File: config.mk
export PLATFORM = sky130hd
export DESIGN_NAME = fpu_vector_driver_flat
export DESIGN_NICKNAME = d
export VERILOG_FILES = /design/src/rtl/fpu_tb_pkg.sv /design/src/rtl/fpu_vector_driver_if.sv /design/src/rtl/fpu_vector_rom.sv /design/src/rtl/fpu_vector_driver.sv /design/src/flat_wrapper.sv
export SDC_FILE = /design/constraint.sdc
export NUM_CORES = 1
export LEC_CHECK = 0
export BUFFER_PORTS_ARGS = -buffer_cell sky130_fd_sc_hd__buf_2
export CORE_MARGIN = 4
export CORE_UTILIZATION = 45
export CTS_CLUSTER_DIAMETER = 200
export DETAILED_ROUTE_END_ITERATION = 12
export PLACE_DENSITY = 0.71
export SLEW_MARGIN = 20
export SYNTH_ARGS = -nofsm -noshare
export SYNTH_HDL_FRONTEND = slang
export SYNTH_SLANG_ARGS = --single-unit
File: constraint.sdc
create_clock -name clk -period 6 [get_ports clk]
set_clock_uncertainty 0.15 [all_clocks]
set_input_delay 1.2 -clock clk [delete_from_list [all_inputs] [get_ports clk]]
set_output_delay 1.2 -clock clk [all_outputs]
set_load 0.01 [all_outputs]
File: src/rtl/fpu_tb_pkg.sv
// Shared definitions for the FPU corner-case stimulus slice: op codes,
// operand constants, flag bit positions and the table entry record.
package fpu_tb_pkg;

  typedef enum logic [2:0] {
    OP_ADD = 3'b000,
    OP_SUB = 3'b001,
    OP_MUL = 3'b010,
    OP_DIV = 3'b011
  } fpu_op_e;

  localparam logic [31:0] INF     = 32'h7F80_0000;
  localparam logic [31:0] ZERO    = 32'h0000_0000;
  localparam logic [31:0] NUM_MAX = 32'h7F7F_FFFF;
  localparam logic [31:0] NUM_MIN = 32'h0000_0001;
  localparam logic [31:0] ONE     = 32'h3F80_0000;
  localparam logic [31:0] NEG_ONE = 32'hBF80_0000;
  localparam logic [31:0] TWO     = 32'h4000_0000;
  localparam logic [31:0] THREE   = 32'h4040_0000;
  localparam logic [31:0] PI      = 32'h4049_0FDB;
  localparam logic [31:0] HALF_UL = 32'h3380_0000;

  // Bit positions inside the FPU flag byte
  localparam int unsigned F_INF  = 7;
  localparam int unsigned F_SNAN = 6;
  localparam int unsigned F_QNAN = 5;
  localparam int unsigned F_INE  = 4;
  localparam int unsigned F_OVF  = 3;
  localparam int unsigned F_UNF  = 2;
  localparam int unsigned F_ZERO = 1;
  localparam int unsigned F_DBZ  = 0;

  typedef struct packed {
    fpu_op_e     op;
    logic [31:0] opa;
    logic [31:0] opb;
    logic [7:0]  exp;
    logic [7:0]  mask;
  } fpu_vec_t;

  typedef enum logic [2:0] {
    S_IDLE,
    S_DRIVE,
    S_CHECK,
    S_GAP,
    S_DONE
  } drv_state_e;

  function automatic logic [7:0] flag_bit(input int unsigned pos);
    logic [7:0] f;
    f      = '0;
    f[pos] = 1'b1;
    return f;
  endfunction

endpackage

File: src/rtl/fpu_vector_driver_if.sv
// FPU input/flag bundle between the vector driver (master) and the FPU (slave).
interface fpu_vector_driver_if;
  logic [31:0] opa;
  logic [31:0] opb;
  logic [2:0]  fpu_op;
  logic [1:0]  rmode;
  logic [7:0]  flags;

  modport master (
    output opa, opb, fpu_op, rmode,
    input  flags
  );

  modport slave (
    input  opa, opb, fpu_op, rmode,
    output flags
  );
endinterface

File: src/rtl/fpu_vector_rom.sv
// Fixed 16-entry corner-case table; mask equals the expected bits except
// entry 14, which demands a fully clean flag byte.
module fpu_vector_rom
  import fpu_tb_pkg::*;
(
  input  logic [3:0] idx_i,
  output fpu_vec_t   vec_o
);

  function automatic fpu_vec_t mk(input fpu_op_e op, input logic [31:0] a,
                                  input logic [31:0] b, input logic [7:0] f);
    fpu_vec_t v;
    v.op   = op;
    v.opa  = a;
    v.opb  = b;
    v.exp  = f;
    v.mask = f;
    return v;
  endfunction

  always_comb begin
    vec_o = mk(OP_ADD, ONE, ONE, '0);
    unique case (idx_i)
      4'd0:  vec_o = mk(OP_ADD, ONE,     NEG_ONE, flag_bit(F_ZERO));
      4'd1:  vec_o = mk(OP_SUB, PI,      PI,      flag_bit(F_ZERO));
      4'd2:  vec_o = mk(OP_MUL, ZERO,    THREE,   flag_bit(F_ZERO));
      4'd3:  vec_o = mk(OP_DIV, ZERO,    THREE,   flag_bit(F_ZERO));
      4'd4:  vec_o = mk(OP_DIV, ONE,     ZERO,    flag_bit(F_DBZ));
      4'd5:  vec_o = mk(OP_ADD, INF,     ONE,     flag_bit(F_INF));
      4'd6:  vec_o = mk(OP_MUL, INF,     TWO,     flag_bit(F_INF));
      4'd7:  vec_o = mk(OP_MUL, ZERO,    INF,     flag_bit(F_QNAN));
      4'd8:  vec_o = mk(OP_SUB, INF,     INF,     flag_bit(F_QNAN));
      4'd9:  vec_o = mk(OP_DIV, INF,     INF,     flag_bit(F_QNAN));
      4'd10: vec_o = mk(OP_DIV, ZERO,    ZERO,    flag_bit(F_QNAN));
      4'd11: vec_o = mk(OP_MUL, NUM_MAX, TWO,     flag_bit(F_OVF));
      4'd12: vec_o = mk(OP_ADD, NUM_MAX, NUM_MAX, flag_bit(F_OVF));
      4'd13: vec_o = mk(OP_DIV, NUM_MIN, TWO,     flag_bit(F_UNF));
      4'd14: begin
        vec_o      = mk(OP_MUL, ONE, ONE, '0);
        vec_o.mask = 8'hFF;
      end
      4'd15: vec_o = mk(OP_ADD, ONE,     HALF_UL, flag_bit(F_INE));
      default: ;
    endcase
  end

endmodule

File: src/rtl/fpu_vector_driver.sv
// Steps the corner-case table through the FPU, samples flags LATENCY cycles
// after each vector is first driven and tallies masked pass/fail results.
module fpu_vector_driver
  import fpu_tb_pkg::*;
#(
  parameter int unsigned LATENCY = 4,
  parameter int unsigned GAP     = 2
) (
  input  logic                       clk,
  input  logic                       rst,
  input  logic                       start,
  fpu_vector_driver_if.master        fpu,
  output logic                       busy,
  output logic                       done,
  output logic [4:0]                 pass_cnt,
  output logic [4:0]                 fail_cnt,
  output logic [15:0]                fail_map
);

  localparam logic [3:0] LAT_C = LATENCY[3:0];
  localparam logic [3:0] GAP_C = GAP[3:0];

  drv_state_e  state_q, state_d;
  logic [3:0]  idx_q, idx_d;
  logic [3:0]  cnt_q, cnt_d;
  logic [7:0]  sample_q, sample_d;
  logic [4:0]  pass_q, pass_d;
  logic [4:0]  fail_q, fail_d;
  logic [15:0] map_q, map_d;
  logic        busy_q, busy_d;
  logic        done_q, done_d;
  logic [31:0] opa_q, opa_d;
  logic [31:0] opb_q, opb_d;
  logic [2:0]  op_q, op_d;

  fpu_vec_t vec;

  // Looked up on the next index: it feeds the registered operands and,
  // since the index is stable through CHECK, the compare as well.
  fpu_vector_rom u_rom (
    .idx_i (idx_d),
    .vec_o (vec)
  );

  always_comb begin
    state_d  = state_q;
    idx_d    = idx_q;
    cnt_d    = cnt_q;
    sample_d = sample_q;
    pass_d   = pass_q;
    fail_d   = fail_q;
    map_d    = map_q;
    busy_d   = busy_q;
    done_d   = done_q;

    unique case (state_q)
      S_IDLE, S_DONE: begin
        if (start) begin
          state_d = S_DRIVE;
          idx_d   = '0;
          cnt_d   = 4'd1;
          pass_d  = '0;
          fail_d  = '0;
          map_d   = '0;
          busy_d  = 1'b1;
          done_d  = 1'b0;
        end
      end
      S_DRIVE: begin
        if (cnt_q == LAT_C) begin
          sample_d = fpu.flags;
          state_d  = S_CHECK;
        end else begin
          cnt_d = cnt_q + 4'd1;
        end
      end
      S_CHECK: begin
        // Written pass-first so an unknown compare lands in the fail branch
        if (((sample_q ^ vec.exp) & vec.mask) == 8'h00) begin
          pass_d = pass_q + 5'd1;
        end else begin
          fail_d       = fail_q + 5'd1;
          map_d[idx_q] = 1'b1;
        end
        state_d = S_GAP;
        cnt_d   = 4'd1;
      end
      S_GAP: begin
        if (cnt_q == GAP_C) begin
          if (idx_q == 4'hF) begin
            state_d = S_DONE;
            busy_d  = 1'b0;
            done_d  = 1'b1;
          end else begin
            idx_d   = idx_q + 4'd1;
            cnt_d   = 4'd1;
            state_d = S_DRIVE;
          end
        end else begin
          cnt_d = cnt_q + 4'd1;
        end
      end
      default: state_d = S_IDLE;
    endcase

    if (state_d == S_DRIVE || state_d == S_CHECK) begin
      opa_d = vec.opa;
      opb_d = vec.opb;
      op_d  = vec.op;
    end else begin
      opa_d = ONE;
      opb_d = ONE;
      op_d  = OP_ADD;
    end
  end

  always_ff @(posedge clk) begin
    if (rst) begin
      state_q  <= S_IDLE;
      idx_q    <= '0;
      cnt_q    <= '0;
      sample_q <= '0;
      pass_q   <= '0;
      fail_q   <= '0;
      map_q    <= '0;
      busy_q   <= 1'b0;
      done_q   <= 1'b0;
      opa_q    <= ONE;
      opb_q    <= ONE;
      op_q     <= OP_ADD;
    end else begin
      state_q  <= state_d;
      idx_q    <= idx_d;
      cnt_q    <= cnt_d;
      sample_q <= sample_d;
      pass_q   <= pass_d;
      fail_q   <= fail_d;
      map_q    <= map_d;
      busy_q   <= busy_d;
      done_q   <= done_d;
      opa_q    <= opa_d;
      opb_q    <= opb_d;
      op_q     <= op_d;
    end
  end

  assign fpu.opa    = opa_q;
  assign fpu.opb    = opb_q;
  assign fpu.fpu_op = op_q;
  assign fpu.rmode  = 2'b00;

  assign busy     = busy_q;
  assign done     = done_q;
  assign pass_cnt = pass_q;
  assign fail_cnt = fail_q;
  assign fail_map = map_q;

endmodule

File: src/flat_wrapper.sv
// flat-port wrapper written by rule: the top's interface ports become plain ports
module fpu_vector_driver_flat import fpu_tb_pkg::*;
#(
  parameter int unsigned LATENCY = 4,
  parameter int unsigned GAP     = 2
)
  (clk, rst, start, busy, done, pass_cnt, fail_cnt, fail_map, fpu_opa, fpu_opb, fpu_fpu_op, fpu_rmode, fpu_flags);
  fpu_vector_driver_if fpu_i ();
  input  logic clk;
  input  logic rst;
  input  logic start;
  output logic busy;
  output logic done;
  output logic [4:0] pass_cnt;
  output logic [4:0] fail_cnt;
  output logic [15:0] fail_map;
  output wire logic [$bits(fpu_i.opa)-1:0] fpu_opa;
  output wire logic [$bits(fpu_i.opb)-1:0] fpu_opb;
  output wire logic [$bits(fpu_i.fpu_op)-1:0] fpu_fpu_op;
  output wire logic [$bits(fpu_i.rmode)-1:0] fpu_rmode;
  input wire logic [$bits(fpu_i.flags)-1:0] fpu_flags;
  assign fpu_opa = fpu_i.opa;
  assign fpu_opb = fpu_i.opb;
  assign fpu_fpu_op = fpu_i.fpu_op;
  assign fpu_rmode = fpu_i.rmode;
  assign fpu_i.flags = fpu_flags;
  fpu_vector_driver #(.LATENCY(LATENCY), .GAP(GAP)) u_core (.clk(clk), .rst(rst), .start(start), .fpu(fpu_i), .busy(busy), .done(done), .pass_cnt(pass_cnt), .fail_cnt(fail_cnt), .fail_map(fail_map));
endmodule
-- After elaboration in Yosys (flattened, before gate mapping)
Memories as Yosys holds them, arrays and structs flattened.
Index checks and enable logic that the tools add are counted.
Widths: inputs -> output; s select.
- memories: 1
- input bits: 11
- bits in registers: 114
- output and inout port bits: 97
- bits in read-only memories: 1280
- word-level logic and storage cells: 85
- memory list (memory ; words ; bits a word ; rd ports ; clocked after Yosys merged registers in ; write ports ; RTL line ; text):
    (no name shown) ; 16 ; 80 ; 1 ; 0 ; 0 ; fpu_vector_rom.sv:23 ; unique case (idx_i)
- multiplexer cells: 32
- add/subtract/negate cells: 4
- $lt $le $gt $ge: 2
- bitwise gates (word level): 4
- equal/unequal tests: 16
- reductions and logical operators: 14
- operators by type and width (operator ; number):
    $mux 16 ; 2
    $pmux 16 s2 ; 1
    $mux 4 ; 7
    $pmux 5 s2 ; 2
    $or 16x16->16 ; 1
    $pmux 4 s4 ; 1
    $mux 5 ; 3
    $mux 3 ; 4
    $pmux 3 s4 ; 1
    $add 5x1->5 const B ; 2
    $eq 3x2->1 const B ; 3
    $add 4x1->4 const B ; 2
    $and 8x8->8 ; 1
    $logic_not 8->1 ; 1
    $pmux 4 s2 ; 1
    $reduce_and 4->1 ; 2
    $xor 8x8->8 ; 1
    $mux 1 ; 7
    $eq 3x1->1 const B ; 2
    $ne 2x1->1 const B ; 3
    $ne 2x2->1 const B ; 3
    $reduce_and 3->1 ; 2
    $lt 4x5->1 const B ; 1
    $demux 1 s4 ; 1
    15 further kinds ; 18

-- Depth between registers and ports, before layout
Gate-level depths: netlist of run 1.
An unclocked memory read counts as a cell.
- depth after elaboration: 10
- gate-level depth with buffers: 18
- depth with buffers taken out: 15

-- Modules after synthesis
A second synthesis of run 1 with hierarchy kept.
- cells, all modules: 540
- area, all modules: 5007.3 um^2
- modules (own cells, without submodules) (module ; sequential area each (um^2) ; area an instance (um^2) ; cells an instance ; instances):
    fpu_vector_driver ; 2282.2 ; 4063.9 ; 404 ; 1
    fpu_vector_rom ; 0.0 ; 943.4 ; 136 ; 1

-- Worst setup path before layout of run 1
Ideal clock, no wire load.
- kind: input port to flip-flop
- start: in start
- end: reg u_core.pass_q[3], in the netlist u_core.pass_cnt[3]
- setup time: 70 ps
- path buffers: 3
- required time: 5780 ps
- setup slack: 1219 ps
- stages on the path: 16
- data arrival time: 4561 ps
- path through: or3b_2 > clkbuf_1 > o311ai_0 > and2_1 > clkbuf_1 > inv_2 > ha_1 > xnor2_1 > o21ai_0 > a31oi_1 > mux2i_1 > or4_4 > o21a_1 > buf_6 > or4_1 > a21oi_1
- word-level cells in the longest chain between the ends: 8
- elaborated cells on any way between the ends: 9
- classes of those cells: eq/ne (2); mux (2); bitwise (2); reduce/logical (2); memory (1)
- RTL lines (item ; RTL line ; text):
    start, declared ; flat_wrapper.sv:11 ; input logic start;
    $mux 4 * ; fpu_vector_driver.sv:58 ; if (start) begin
    $pmux 4 s2 * ; fpu_vector_driver.sv:56 ; unique case (state_q)
    via u_core.idx_d[0] ; fpu_vector_driver.sv:24 ; logic [3:0] idx_q, idx_d;
    $mem_v2 16x80 * ; n/a ;
    $xor 8x8->8 ; fpu_vector_driver.sv:79 ; if (((sample_q ^ vec.exp) & vec.mask) == 8'h00) begin
    $and 8x8->8 * ; fpu_vector_driver.sv:79 ;
    $logic_not 8->1 * ; fpu_vector_driver.sv:79 ;
    $ne 2x1->1 (no line) * ; n/a ;
    $reduce_and 3->1 (no line) * ; n/a ;
    end signal, assigned ; fpu_vector_driver.sv:136 ; pass_q <= pass_d;
    end, declared ; fpu_vector_driver.sv:27 ; logic [4:0] pass_q, pass_d;
Mark *: on every way through the listed nets, which the timed path passes. The rest lies on a longest branch.
A chain may end at the register's enable or synchronous reset.

-- Final worst setup path of run 1
Same ends and word-level chain as after synthesis.

==> results.toml, run 1 <==
[outcome]
outcome = "complete, no violations"

[clocking]
clkTransAtPathRegs_ps = 70
cts.htree.levels = 3
cts_setup_buffers = 0
cts_hold_buf = 0
clock-root-buffer = "clkbuf_8"
clock_sinks = 63
max-clock-path-buffers = 2
insertion_delay_ps = 340
cts_tree = "yes"
numCtsBuffers = 9
cts_resized = 0

[critical_path]
slowest_stage = "or4_4"
critPathMaxFanout = 10
cp_cell_sequence = "buf_2 > or3b_2 > o311ai_0 > nand2_1 > inv_1 > ha_1 > xnor2_1 > o21ai_0 > a31oi_1 > mux2i_1 > or4_4 > o21a_1 > or4_1 > a21oi_1"
crit_start = "start"
cpPeakStageDelay_ps = 540
worstSetupPathType = "primary input to flip-flop"
endpoint_kind = "flip-flop"
reg2reg_depth = 15
r2r-start = "u_core.cnt_q[0]"
critPathRequiredTime_ps = 6110
critPathLaunchType = "primary input"
critPathArrivalTime_ps = 4880

[detailed_routing]
wl_per_cell_um = 13.7
ant_nets = 0
vias = 2932
drt_iter0_drc = 160
dr.pass1.iters = 4
wl_um = 7710
vias_per_cell = 5.20
drc_errors = 0

[grt]
antenna_found_initial = 0
grt_pass1_wl_um = 12300
grt_util_all_layers_pct = 17.4
grt_overflow = 0
grt_max_degree = 27
grt_pass1_vias = 2543

[synth]
synth_top_area_share_pct = 37.0
ys_seq_elements = 63
synth_common_cells = "63 x dfxtp_1, 56 x nor2_1, 53 x buf_4, 31 x nand2_1, 25 x a21oi_1"
yosys.area_share.adder_pct = 5.87
synth_area_um2 = 3410
avgSynthCellArea_um2 = 8.28
synth_top_area_cell = "dfxtp_1"
yosysMostFrequentCell = "dfxtp_1"
synth_edf_count = 0
synth_compound_area_share_pct = 14.9
synthTopCellsByArea = "dfxtp_1 37%, buf_4 12%, nor2_1 6.2%"
synth_warnings = 0
synthSimpleGateAreaFrac_pct = 21.2
synthCells = 412
synthMuxAreaShare_pct = 4.03
synth_top_flop_cell = "dfxtp_1"
yosysSeqAreaShare_pct = 37.0
ys_async_sr_fraction_pct = 0
yosysUniqueCellTypes = 53
synth_top_family_by_area = "simple AND/OR/NAND/NOR gates"
synthXorXnorAreaFrac_pct = 1.03

[min_path]
holdPathStages = 2
worstHoldPathType = "flip-flop to flip-flop"
hp-start = "u_core.fail_map[13]"

[sta]
slew_violations = 0
setup_slack_ps = 1230
setup_viol = 0
timing.setup.tns_ps = 0
clock.fmax_mhz = 210
fin_crit_ps = 4770
finalHoldViolCount = 0
rsz0062_at_grt = "no"
hold_ws_ps = 325
relSlewSlack_pct = 43.2
worstMarginPinSlew_ps = 852
fin_crit_sh_pct = 79.5

[die]
num_io_pins = 108
start_util_pct = 46.6
design.core.area_um2 = 7330
die_h_um = 95.1
die_area_um2 = 9040
die_x_um = 95.1
row_count = 31

[finish]
fin_nets = 487
stdcell_area_um2 = 3790
syn_to_final_growth_pct = 11.0
antenna-diode-count = 0
layout-drive-gt1-share_pct = 28.8

[power]
peakVddDrop_mv = 0.130
power.leakage_uw = 0.00180
powerDensity_nw_per_um2 = 209

[placed_design]
portBuffers = 103
routabilityCongestion = 0.847
dpl.hpwl_um = 5770
placed_cell_area_um2 = 3600
place_worst_setup_slack_ps = 901

[flow_run]
cap_violations = 0
## state kept, by name (all words and copies together) (netlist names), 2 cells and up
register	cells
u_core.fpu.opb	8
u_core.sample_q	8
u_core.idx_q	4
u_core.fail_map	16
u_core.fail_cnt	5
u_core.pass_cnt	5
u_core.fpu.fpu_op	2
u_core.cnt_q	4
u_core.state_q	3
u_core.fpu.opa	6
## through the flow
step | instances | total power, µW | util [%]
global route | 564 | 828 | 51.7
detailed placement | 548 | 473 | 49.2
global placement | 548 | 472 | 49.2
finish | 564 | 793 | 51.7
floorplan | 415 | 462 | -
CTS | 564 | 803 | 51.7
## report_power, final
group          internal [µW]  switching, µW
Clock                    162            167
Combinational           12.9           25.3
Sequential               422           3.65
## final cells by class
class	instances	area, µm²
Clock buffer	10	138
Clock inverter	6	46.3
Fill cell	704	3540
Inverter	14	52.6
Multi-Input combinational cell	265	1620
Sequential cell	63	1260
Tap cell	99	124
Timing Repair Buffer	107	546
## worst max-delay path: cells and delay by family
| family | cells | cell delay [ps] |
|---|---|---|
| buffers and inverters | 2 | 330 |
| AO/OA/AOI/OAI | 5 | 910 |
| AND/OR/NAND/NOR | 4 | 1880 |
| XOR/XNOR | 1 | 140 |
| multiplexers | 1 | 100 |
| adder cells (fa/ha/maj) | 1 | 310 |
## layout by cell type (no fill, tap or decap), types with 5 or more instances in the layout
cell / Yosys / layout
buf_2: 2 / 103
dfxtp_1: 63 / 63
nor2_1: 56 / 56
nand2_1: 31 / 31
a21oi_1: 25 / 25
a31oi_1: 19 / 19
ha_1: 16 / 16
o21ai_0: 15 / 15
inv_1: 12 / 12
mux2i_1: 10 / 10
clkbuf_8: 0 / 10
nand3_1: 7 / 7
nand4_1: 6 / 6
and2_1: 6 / 6
nor3_1: 6 / 6
nor2b_1: 5 / 5
## cell families (layout without fill, tap and decap cells)
logic type	Yosys count	after routing
flip-flops	63	63
AO/OA/AOI/OAI	83	83
other	1	4
buffers and inverters	87	137
XOR/XNOR	4	4
AND/OR/NAND/NOR	145	145
multiplexers	13	13
adder cells (fa/ha/maj)	16	16
## worst paths after layout
kind / end / slack [ps]
worst min-delay path: u_core.fail_map[13] / 330
worst max register to register: u_core.pass_cnt[3] / 1430
worst min register to register: u_core.fail_map[13] / 330
worst max-delay path: u_core.pass_cnt[3] / 1230
## routing by layer
layer | global-route usage [%] | wire [µm] | share of wire [%] | vias to the layer above
met4 | 6.25 | 64 | 0.83 | 0
met1 | 23.1 | 3490 | 45 | 1352
met2 | 27.2 | 3570 | 46 | 104
met5 | 0 | 0 | 0 | -
met3 | 4.58 | 588 | 7.6 | 8
li1 | - | - | - | 1468
No activity file was read; power rests on OpenSTA's default activity.
==> run 2: changes to the inputs <==
- clock period: 6 -> 4.9 ns (I/O delays scaled with it)
==> run 2 against run 1 <==
Effect of this change:
- register-to-register slack worse by 990 ps
- final area is 1.0% higher
- clock power is 38% higher
- clock-buffer cell count is 1 lower
- cell count is 0.35% higher
- global-route usage is 0.13 points lower
- critical path depth stayed put
- largest power group unchanged
==> results.toml, run 2 (synthesis gave the netlist of run 1 again) <==
[detailed_routing]
dr.pass1.iters = 4
vias_per_cell = 5.09
drc_errors = 0
wl_um = 7560
drt_iter0_drc = 171
vias = 2883
wl_per_cell_um = 13.4
ant_nets = 0

[finish]
seq_area_um2 = 1260
syn_to_final_growth_pct = 12.1
n_fill_cell = 707
multi_input_area_um2 = 1630
stdcell_area_um2 = 3830
antenna-diode-count = 0
layout-drive-gt1-share_pct = 29.3
layout_commonest_cell = "buf_2"
fin_nets = 489
layout_common_cells = "103 x buf_2, 63 x dfxtp_1, 56 x nor2_1, 31 x nand2_1, 25 x a21oi_1"
largest_reg_flops = 16

[clocking]
insertion_delay_ps = 340
cts_tree = "yes"
clock_sinks = 63
clock-root-buffer = "clkbuf_8"
max-clock-path-buffers = 2
numCtsBuffers = 9
cts.htree.levels = 3
cts_resized = 0
cts_setup_buffers = 0
cts_hold_buf = 0
clkTransAtPathRegs_ps = 80

[sta]
slew_violations = 0
setup_viol = 0
fin_crit_sh_pct = 90.9
fin_crit_ps = 4460
finalHoldViolCount = 0
setup_slack_ps = 444
clock.fmax_mhz = 224
rsz0062_at_grt = "no"
relSlewSlack_pct = 44.0
worstMarginPinSlew_ps = 840
timing.setup.tns_ps = 0

[min_path]
hp-start = "u_core.fail_map[6]"
holdPathStages = 2
worstHoldPathType = "flip-flop to flip-flop"
worstHoldEndpoint = "u_core.fail_map[6]"

[die]
die_h_um = 95.1
die_x_um = 95.1
design.core.area_um2 = 7330
num_io_pins = 108
die_area_um2 = 9040
row_count = 31
start_util_pct = 46.6

[grt]
grt_pass1_vias = 2649
grt_max_degree = 27
antenna_found_initial = 0
grt_util_all_layers_pct = 17.3
grt_overflow = 0
grt_pass1_wl_um = 12300

[power]
peakVddDrop_mv = 0.164
powerDensity_nw_per_um2 = 266
power.leakage_uw = 0.00182

[placed_design]
placed_cell_area_um2 = 3620
place_worst_setup_slack_ps = 172
routabilityCongestion = 0.863
dpl.hpwl_um = 5700
portBuffers = 103

[critical_path]
endpoint_kind = "flip-flop"
worstSetupPathType = "flip-flop to flip-flop"
crit_start = "u_core.cnt_q[1]"
critPathArrivalTime_ps = 4560
critPathRequiredTime_ps = 5010
critPathMaxFanout = 11
r2r-start = "u_core.cnt_q[1]"
reg2reg_depth = 14
critPathLaunchType = "flip-flop"
reg2reg_slack_ps = 440
r2r-end = "u_core.pass_cnt[3]"

[outcome]
outcome = "complete, no violations"

[flow_run]
cap_violations = 0
## run 2: changes by cell type in the layout (fill, tap and decap cells not counted)
cell and delta:
nor4_1 -1, nor4_2 +1, inv_6 +3, clkinvlp_4 -1, bufinv_16 +1, buf_4 +2
clkinv_4 -2, clkbuf_8 -1
## run 2: final cells by class
| class | count | share of cell area [%] |
|---|---|---|
| Sequential cell | 63 | 33.0 |
| Tap cell | 99 | 3.24 |
| Clock buffer | 9 | 3.24 |
| Timing Repair Buffer | 109 | 14.7 |
| Multi-Input combinational cell | 265 | 42.5 |
| Inverter | 14 | 1.37 |
| Clock inverter | 7 | 2.03 |
## run 2: routing by layer
layer | wire [µm] | global-route usage, % | vias up
li1 | - | - | 1470
met1 | 3420 | 22.1 | 1302
met2 | 3510 | 28.3 | 104
met3 | 553 | 3.79 | 7
met4 | 73 | 6.61 | 0
met5 | 0 | 0 | -
## run 2: power by group
part / switching, µW / internal, µW
Clock: 213 / 240
Sequential: 4.39 / 516
Combinational: 30.1 / 15.1
## run 2: how the worst max path moves through the flow
stage,end,cells after the start
finish,u_core.pass_cnt[3],14
global route,u_core.pass_cnt[3],14
CTS,u_core.pass_cnt[3],14
detailed placement,u_core.pass_cnt[3],14
global placement,u_core.pass_cnt[3],14
floorplan,u_core.pass_cnt[3],16
## run 2: critical path, cell delays in order, from the launching register on
cell,delay [ps]
dfxtp_1,410
ha_1,200
or3b_4,420
o311ai_0,440
nand2_1,290
inv_1,140
ha_1,290
xnor2_1,140
o21ai_0,100
a31oi_1,170
mux2i_1,90
or4_4,540
o21a_1,310
or4_1,540
a21oi_1,150
## run 2: through the flow
step           cells  total power, µW  hold slack [ps]  util [%]
6_report         566             1020              318      52.2
5_1_grt          566             1060              353      52.2
4_1_cts          566             1030              323      52.2
3_5_place_dp     550              578              305      49.4
3_3_place_gp     550              576              300      49.4
2_1_floorplan    415              566              313         -
==> run 3: changes to the inputs <==
- CAP_MARGIN: unset -> 5
- CORE_MARGIN: 4 -> unset
==> run 3 against run 2 <==
Effect of this change:
- combinational power about the same
- first-iteration DRC count increased by 41%
- via count increased by 1.1%
- highest routed layer unchanged
- sequential share of layout area decreased by 0.36 points
- worst hold slack about the same
- wire length decreased by 4.2%
- critical path type unchanged
- die area decreased by 12%
- register-to-register slack about the same
- sequential power about the same
- global-route usage increased by 1.3 points
- total power increased by 9.9%
- clock-buffer cell count increased by 1
==> results.toml, run 3 (synthesis gave the netlist of run 1 again) <==
[placed_design]
portBuffers = 103
place_worst_setup_slack_ps = 201
routabilityCongestion = 0.892
dpl.hpwl_um = 5270

[detailed_routing]
drt_iter0_drc = 241
ant_nets = 0
vias = 2916
wl_um = 7240
dr.pass1.iters = 4
drc_errors = 0
wl_per_cell_um = 12.8
vias_per_cell = 5.16

[finish]
layout_common_cells = "103 x buf_2, 63 x dfxtp_1, 56 x nor2_1, 31 x nand2_1, 25 x a21oi_1"
fin_nets = 489
antenna-diode-count = 0
largest_reg_flops = 16
n_fill_cell = 718
layout-drive-gt1-share_pct = 29.2
syn_to_final_growth_pct = 13.3
layout_commonest_cell = "buf_2"

[clocking]
insertion_delay_ps = 350
cts_setup_buffers = 0
cts_hold_buf = 0
cts_tree = "yes"
max-clock-path-buffers = 2
cts_resized = 0
clkTransAtPathRegs_ps = 80
clock-root-buffer = "clkbuf_8"
cts.htree.levels = 3
clock_sinks = 63
numCtsBuffers = 9

[flow_run]
cap_violations = 0

[die]
die_area_um2 = 7940
row_count = 31
start_util_pct = 46.8
num_io_pins = 108
die_h_um = 89.1
design.core.area_um2 = 7290
die_x_um = 89.1

[critical_path]
endpoint_kind = "flip-flop"
critPathArrivalTime_ps = 4570
crit_buf_inv = 2
cp_cell_sequence = "inv_1 > ha_1 > or3b_4 > o311ai_0 > nand2_1 > inv_1 > ha_1 > xnor2_1 > o21ai_0 > a31oi_1 > mux2i_1 > or4_4 > o21a_1 > or4_1 > a21oi_1"
path_delay_family = "simple AND/OR/NAND/NOR gates"
r2r-end = "u_core.pass_cnt[3]"
endpoint = "u_core.pass_cnt[3]"
slowest_stage = "or4_4"
critPathMaxFanout = 10
critPathRequiredTime_ps = 5010
r2r-start = "u_core.cnt_q[0]"
crit_start = "u_core.cnt_q[0]"
worstSetupPathType = "flip-flop to flip-flop"
cpPeakStageDelay_ps = 540
worst-path-stages = 15
critPathLaunchType = "flip-flop"
reg2reg_depth = 15
reg2reg_slack_ps = 450

[sta]
relSlewSlack_pct = 43.4
timing.setup.tns_ps = 0
finalHoldViolCount = 0
clock.fmax_mhz = 225
worstMarginPinSlew_ps = 849
fin_crit_ps = 4450
setup_viol = 0
setup_slack_ps = 448
fin_crit_sh_pct = 90.9
rsz0062_at_grt = "no"
slew_violations = 0

[power]
peakVddDrop_mv = 0.176
powerDensity_nw_per_um2 = 289
power.leakage_uw = 0.00184

[grt]
grt_util_all_layers_pct = 18.5
grt_max_degree = 27
antenna_found_initial = 0
grt_overflow = 0
grt_pass1_wl_um = 11300
grt_pass1_vias = 2376

[outcome]
outcome = "complete, no violations"

[min_path]
worstHoldPathType = "flip-flop to flip-flop"
## run 3: area by class of cell
cell class	count	area (µm²)	area share, %
Tap cell	99	124	3.20
Sequential cell	63	1260	32.6
Timing Repair Buffer	109	561	14.5
Inverter	14	52.6	1.36
Clock buffer	10	138	3.56
Multi-Input combinational cell	265	1630	42.0
Clock inverter	5	106	2.75
## run 3: stage by stage
stage          instance area (µm²)  total power [µW]  hold WS, ps  instances  utilization, %
3_5_place_dp                  3620               577          303        550            49.7
2_1_floorplan                 3420               566          313        415               -
3_3_place_gp                  3620               576          297        550            49.6
4_1_cts                       3870              1130          320        565            53.1
6_report                      3870              1120          318        565            53.1
5_1_grt                       3870              1160          345        565            53.1
## run 3: worst min path at each step
stage                                    from             endpoint  slack [ps]  cells past startpoint
after floorplan               u_core.cnt_q[0]      u_core.cnt_q[0]         310                      1
after global placement            u_core.done          u_core.done         300                      2
after detailed placement  u_core.fail_map[14]  u_core.fail_map[14]         300                      2
after CTS                 u_core.fail_map[14]  u_core.fail_map[14]         320                      2
after global routing       u_core.fail_map[3]   u_core.fail_map[3]         340                      2
final                             u_core.done          u_core.done         320                      2
## run 3: metal layers
metal	part of all wire, %	track usage, %
met1	48	25.3
met2	43	27.8
met3	6.7	4.62
met4	2.1	7.79
met5	0	0
## run 3: power breakdown
part	switching (µW)	total [µW]	internal (µW)	leakage, µW
clock network	204	553	350	0.000119
logic	30.0	45.1	15.1	0.00121
registers	4.67	521	516	0.000509
total	238	1120	881	0.00184
## run 3: worst reg2reg max path, cell delays in order (launching register included)
cell	delay, ps
dfxtp_1	350
inv_1	110
ha_1	180
or3b_4	420
o311ai_0	430
nand2_1	290
inv_1	140
ha_1	270
xnor2_1	140
o21ai_0	100
a31oi_1	170
mux2i_1	100
or4_4	540
o21a_1	290
or4_1	520
a21oi_1	150
